`src/rtl/matmul_sp_writeback.sv`:
```
// Write-back stage for the systolic matmul array: captures the result matrix on
// the completion pulse and streams the R x C valid elements into a scratchpad slot.
module matmul_sp_writeback #(
    parameter int MAX_DIM     = 4,
    parameter int BUS_WIDTH   = 32,
    parameter int SP_NTARGETS = 4,
    localparam int DIM_W = $clog2(MAX_DIM),
    localparam int TGT_W = $clog2(SP_NTARGETS),
    localparam int SPA_W = $clog2(SP_NTARGETS*MAX_DIM*MAX_DIM)
) (
    input  logic                               clk,
    input  logic                               rst,
    input  logic                               start_i,
    input  logic [MAX_DIM*MAX_DIM*BUS_WIDTH-1:0] result_i,
    input  logic [DIM_W-1:0]                   rows_m1_i,
    input  logic [DIM_W-1:0]                   cols_m1_i,
    input  logic [TGT_W-1:0]                   sp_target_i,
    input  logic                               sp_ready_i,
    output logic                               sp_we_o,
    output logic [SPA_W-1:0]                   sp_addr_o,
    output logic [BUS_WIDTH-1:0]               sp_wdata_o,
    output logic                               busy_o,
    output logic                               done_o,
    output logic                               err_o
);

    typedef enum logic [1:0] {S_IDLE, S_WRITE, S_DONE} state_t;

    state_t               r_state;
    logic [BUS_WIDTH-1:0] r_elem [MAX_DIM*MAX_DIM];
    logic [DIM_W-1:0]     r_row;
    logic [DIM_W-1:0]     r_col;
    logic [DIM_W-1:0]     r_rows_m1;
    logic [DIM_W-1:0]     r_cols_m1;
    logic [TGT_W-1:0]     r_tgt;
    logic                 r_we;
    logic                 r_busy;
    logic                 r_done;
    logic                 r_err;
    logic [SPA_W-1:0]     r_addr;
    logic [BUS_WIDTH-1:0] r_wdata;

    logic                 w_col_wrap;
    logic                 w_last;
    logic [DIM_W-1:0]     w_next_row;
    logic [DIM_W-1:0]     w_next_col;

    always_comb begin
        w_col_wrap = (r_col == r_cols_m1);
        w_last     = w_col_wrap && (r_row == r_rows_m1);
        w_next_col = w_col_wrap ? '0 : r_col + 1'b1;
        w_next_row = w_col_wrap ? r_row + 1'b1 : r_row;
    end

    // Address/data are registered one step ahead so the port holds stable under backpressure.
    always_ff @(posedge clk) begin
        if (!rst) begin
            r_state   <= S_IDLE;
            r_row     <= '0;
            r_col     <= '0;
            r_rows_m1 <= '0;
            r_cols_m1 <= '0;
            r_tgt     <= '0;
            r_we      <= 1'b0;
            r_busy    <= 1'b0;
            r_done    <= 1'b0;
            r_err     <= 1'b0;
            r_addr    <= '0;
            r_wdata   <= '0;
            for (int unsigned i = 0; i < MAX_DIM*MAX_DIM; i++) begin
                r_elem[i] <= '0;
            end
        end else begin
            r_err  <= start_i && (r_state != S_IDLE);
            r_done <= 1'b0;
            case (r_state)
                S_IDLE: begin
                    if (start_i) begin
                        for (int unsigned i = 0; i < MAX_DIM*MAX_DIM; i++) begin
                            r_elem[i] <= result_i[i*BUS_WIDTH +: BUS_WIDTH];
                        end
                        r_rows_m1 <= rows_m1_i;
                        r_cols_m1 <= cols_m1_i;
                        r_tgt     <= sp_target_i;
                        r_row     <= '0;
                        r_col     <= '0;
                        r_we      <= 1'b1;
                        r_busy    <= 1'b1;
                        r_addr    <= {sp_target_i, {(2*DIM_W){1'b0}}};
                        r_wdata   <= result_i[BUS_WIDTH-1:0];
                        r_state   <= S_WRITE;
                    end
                end
                S_WRITE: begin
                    if (sp_ready_i) begin
                        if (w_last) begin
                            r_we    <= 1'b0;
                            r_busy  <= 1'b0;
                            r_addr  <= '0;
                            r_wdata <= '0;
                            r_done  <= 1'b1;
                            r_state <= S_DONE;
                        end else begin
                            r_row   <= w_next_row;
                            r_col   <= w_next_col;
                            r_addr  <= {r_tgt, w_next_row, w_next_col};
                            r_wdata <= r_elem[{w_next_row, w_next_col}];
                        end
                    end
                end
                S_DONE:  r_state <= S_IDLE;
                default: r_state <= S_IDLE;
            endcase
        end
    end

    assign sp_we_o    = r_we;
    assign sp_addr_o  = r_addr;
    assign sp_wdata_o = r_wdata;
    assign busy_o     = r_busy;
    assign done_o     = r_done;
    assign err_o      = r_err;

endmodule

```
`config.mk`:
```
export PLATFORM = sky130hd
export DESIGN_NAME = matmul_sp_writeback
export DESIGN_NICKNAME = d
export VERILOG_FILES = /design/src/rtl/matmul_sp_writeback.sv
export SDC_FILE = /design/constraint.sdc
export NUM_CORES = 1
export LEC_CHECK = 0
export CAP_MARGIN = 25
export CORE_ASPECT_RATIO = 1.1
export CORE_MARGIN = 3
export CORE_UTILIZATION = 45
export CTS_CLUSTER_SIZE = 24
export DETAILED_ROUTE_END_ITERATION = 12
export DONT_BUFFER_PORTS = 1
export PLACE_DENSITY = 0.57
export SETUP_SLACK_MARGIN = 0.1
export SLEW_MARGIN = 20
export SYNTH_ARGS = -nofsm -noshare
export SYNTH_HDL_FRONTEND = slang
export SYNTH_SLANG_ARGS = --single-unit
```
`constraint.sdc`:
```
create_clock -name clk -period 65.9 [get_ports clk]
set_clock_uncertainty 0.2 [all_clocks]
set_input_delay 13.18 -clock clk [delete_from_list [all_inputs] [get_ports clk]]
set_output_delay 13.18 -clock clk [all_outputs]
set_load 0.05 [all_outputs]
```
Word-level counts from Yosys, hierarchy flattened
Memories as Yosys holds them, arrays and structs flattened.
Index checks and enable logic that the tools add are counted.
{"block": "totals", "reg_bits": 53, "ramBits": 512, "out_inout_bits": 42, "mem_count": 1}
{"name": "r_elem", "words": 16, "width": 32, "read_ports": 1, "rd_ports_with_merged_regs": 0, "write_ports": 16, "line_no": "30", "text": "logic [BUS_WIDTH-1:0] r_elem [MAX_DIM*MAX_DIM];"}
{"block": "classes", "addsub": 2, "n_eq_ne": 7, "muxes": 47, "n_bitwise": 16, "n_reduce_logical": 11}
{"cell": "$mux W32", "count": 19}
{"cell": "$pmux W32 S2", "count": 1}
{"cell": "$mux W2", "count": 10}
{"cell": "$mux W6", "count": 3}
{"cell": "$or A1 B1 Y1", "count": 16}
{"cell": "$pmux W2 S2", "count": 3}
{"cell": "$pmux W6 S2", "count": 1}
{"cell": "$mux W1", "count": 9}
{"cell": "$reduce_and A3 Y1", "count": 3}
{"cell": "$ne A2 B2 Y1 const B", "count": 4}
{"cell": "$reduce_and A4 Y1", "count": 2}
{"cell": "$add A2 B1 Y2 const B", "count": 2}
{"cell": "$eq A2 B2 Y1", "count": 2}
{"cell": "$reduce_bool A2 Y1", "count": 2}
{"cell": "$eq A2 B1 Y1 const B", "count": 1}
{"cell": "$logic_and A1 B1 Y1", "count": 2}
{"cell": "$logic_not A2 Y1", "count": 1}
{"cell": "$pmux W1 S2", "count": 1}
{"cell": "$reduce_and A2 Y1", "count": 1}

Logic depth before layout (Yosys ltp)
An unclocked memory read counts as a cell.
{"block": "logic_depth", "depth_word": 6, "depth_mapped": 10, "depth_no_buf": 6}

Worst setup path before layout
No wires, ideal clock.
{"block": "synth_timing", "kind": "in2reg", "startpoint": "input start_i", "endpoint": "memory r_elem[0][0], enable pin", "setup_ps": 2098, "arrival_ps": 49068, "t_required_ps": 63602, "setup_slack_ps": 14534, "stages": 3, "cell_sequence": "nand2b_1 > clkbuf_1 > o21ai_0"}
{"item": "start, declared", "line_no": "13", "text": "input logic start_i,"}
{"item": "end, declared", "line_no": "30"}

==> results by group <==
Outcome
  • Outcome: completed

Worst setup path
  • Crit-path slowest cell: buf_4
  • CP arrival: between 15000 and 20000 ps
  • Delay-heaviest family, CP: buffers and inverters
  • Slowest stage delay, CP: 810 ps
  • CP max FO: ~80
  • Most used cell, CP: buf_4
  • WP buf/inv: 4
  • CP startpoint kind: primary input
  • CP cell instances: nand2b_1 -> o21ai_4 -> buf_4 -> buf_4 -> buf_12 -> buf_4
  • CP endpoint kind: flop
  • CP required: 65940 ps
  • Crit path kind: primary input to flop

Logic synthesis
  • EDFF count, synth: 512
  • Post-Synthesis Cells: 2088
  • Synth Cell Area: approximately 0.026 mm²
  • Synth Area per Inst: between 10 and 15 µm²
  • Mapped Nets: about 2600
  • Library cells used by synthesis: a little under 80
  • Top cell type by total area after synthesis: edfxtp_1
  • Most common library cells after synthesis: edfxtp_1, and3_1, and2_1, clkbuf_1, nand2_1
  • Dominant synthesized flop cell: edfxtp_1
  • Post-synth ARST share: 0
  • Synth Register Bits: roughly 570
  • Synth Warn #: 0
  • Most common cell in the netlist: edfxtp_1
  • Top cells by area, synth: edfxtp_1, and3_1, and2_1
  • Sequential area share after synthesis: 0.628
  • Top-area cell type share of the netlist area: 0.588

Global route
  • Pin count of the biggest net entering global routing: roughly 560
  • First-pass GRT wire length: around 130000 µm
  • Overall routing resource usage: 0.304
  • Number of global-route vias before repair: 17800
  • Total gr overflow: 0
  • Initial antenna violation count: between 50 and 60

Worst hold path
  • HP Class: flop to flop

Clock network
  • TritonCTS clock tree: yes
  • Worst-path clk slew: about 60 ps
  • CTS sink count: around 570
  • Clk_lat worst skew: 630 ps
  • CTS Buf Count: 60
  • Root buffer cell: clkbuf_16
  • Post-CTS Repair Setup Buffers: 0
  • Clock buffer depth: 3
  • CTS HTree Levels: 2
  • Post-CTS Hold Buffers: 0
  • CTS resizes: 0

Timing
  • Min Tclk post-route: roughly 16000 ps
  • Worst Tran Pin Value: about 1100 ps
  • Max Slew Vio Count: 0
  • Setup TNS Final: 0 ps
  • Final WS setup: ~50000 ps
  • Fin. Hold Viols: 0
  • Worst rel slew slack: 0.266
  • Max frequency: roughly 0.061 GHz
  • Final period util: 0.248
  • Final setup viols: 0
  • RSZ-0062 raised after global routing: false

Route
  • Drc violations: 0
  • DR WL/cell: 33.9 µm
  • Vias per cell: roughly 6.3
  • Total wire length: 96300 µm
  • Drt initial violations: 2110
  • Vias: ~18000
  • DR pass1 iterations: 5
  • Post-DRT Antenna Nets: 0

Die
  • DIE AREA: 0.0611 mm²
  • Die width: 236 µm
  • Die Y: 259 µm
  • Initial core utilization: 0.455
  • I/O pins: between 500 and 600
  • Total core area: 0.0574 mm²
  • Rows: 92

Power and ir drop
  • Int Power: 636 µW
  • Sw power: 231 µW
  • Pwr dens: ~30 mW/mm²
  • Flop pwr share: 0.518
  • Switching share of power: 0.267
  • VDD IR-drop max: about 0.000019 V
  • Post-layout power: between 800 and 900 µW
  • Clock share of power: 0.369
  • Leakage: around 0.011 µW
  • Combinational power share: 0.113

Placement
  • Hpwl dp: 68000 µm
  • Number of port buffers: 0
  • Worst slack at placement: a little under 50000 ps
  • Routability cong.: slightly above 0.9
  • Dpl cell area: around 0.027 mm²
  • DP Cell Count: 2684

Finish
  • Layout cells sized above 1: 0.0985
  • Nets: 2521
  • Area growth from synthesis to layout: 9.63%
  • Layout fillers: between 5000 and 6000
  • Fin cells: 2840
  • Fin area: ~0.029 mm²

Job
  • Max cap viols: 0
## cells in the final DEF (no fill, tap or decap), drive strengths merged, types with 21 or more instances in the layout
cell type and count:
a2111oi 21, a211oi 39, a21oi 53, a22oi 33, and2 193, and3 327
buf 45, clkbuf 69, clkinv 38, dfxtp 53, diode 37, edfxtp 512
mux2i 73, nand2 118, nand3 39, nor2 38, nor3 44, o21ai 68
o22ai 36, o32ai 23, or3 21
## power by group through the flow
| stage | logic, µW | clock network [µW] | registers [µW] |
|---|---|---|---|
| after floorplan | 65.9 | 0 | 484 |
| after detailed placement | 95.6 | 0 | 457 |
| final | 97.7 | 320 | 449 |
| after CTS | 96.0 | 325 | 450 |
| after global routing | 104 | 340 | 452 |
| after global placement | 93.8 | 0 | 456 |
## registers in the layout, summed over array words and instances, names as in the netlist, 2 cells and up
name        cells
r_rows_m1       2
sp_addr_o       6
r_row           2
r_cols_m1       2
r_tgt           2
r_state         2
sp_wdata_o     32
r_col           2
r_elem        512
## logic make-up (layout without fill, tap and decap cells)
family / after synthesis / in the layout / synth area share
buffers and inverters: 203 / 166 / 0.0342
XOR/XNOR: 8 / 8 / 0.00469
flip-flops: 565 / 565 / 0.628
AND/OR/NAND/NOR: 808 / 808 / 0.175
multiplexers: 105 / 105 / 0.0473
other: 0 / 37 / 0
AO/OA/AOI/OAI: 399 / 399 / 0.110
## worst register-to-register path, stage by stage (launching register included)
cell,delay [ps]
dfxtp_1,1020
xnor2_2,370
and3_1,520
xnor2_4,710
buf_4,540
a2111oi_0,180
o21ai_0,770
a31oi_1,170
## final timing paths
kind                                                     end                       from  slack (ps)  depth (start not counted)
worst max-delay path            r_elem[11][31]$_SDFFCE_PN0P_                    start_i       49540                          6
worst min-delay path                   r_tgt[1]$_SDFFE_PN0P_      r_tgt[1]$_SDFFE_PN0P_         290                          2
worst max register to register   sp_wdata_o[27]$_SDFFE_PN0P_  r_cols_m1[0]$_SDFFE_PN0P_       61290                          7
worst min register to register         r_tgt[1]$_SDFFE_PN0P_      r_tgt[1]$_SDFFE_PN0P_         290                          2
## final cells by class
cell class / count / area, µm² / area share
Clock buffer: 68 / 1550 / 0.0542
Inverter: 6 / 22.5 / 0.000785
Multi-Input combinational cell: 1320 / 8910 / 0.311
Tap cell: 752 / 941 / 0.0328
Sequential cell: 565 / 16400 / 0.573
Antenna cell: 37 / 92.6 / 0.00323
Clock inverter: 46 / 278 / 0.00969
Timing Repair Buffer: 46 / 435 / 0.0152
## metrics by stage
step,util,hold WS (ps)
after floorplan,-,254
after global placement,0.463,277
after detailed placement,0.464,281
after CTS,0.496,290
after global routing,0.499,326
final,0.499,290
## layer usage
| metal | GRT usage | up-vias | routed length, µm |
|---|---|---|---|
| met4 | 0.121 | 32 | 4020 |
| li1 | - | 7888 | - |
| met2 | 0.504 | 838 | 47200 |
| met1 | 0.370 | 9023 | 35500 |
| met3 | 0.0968 | 192 | 9390 |
| met5 | 0 | - | 195 |
Note: power is estimated with default switching activity, not from simulation.
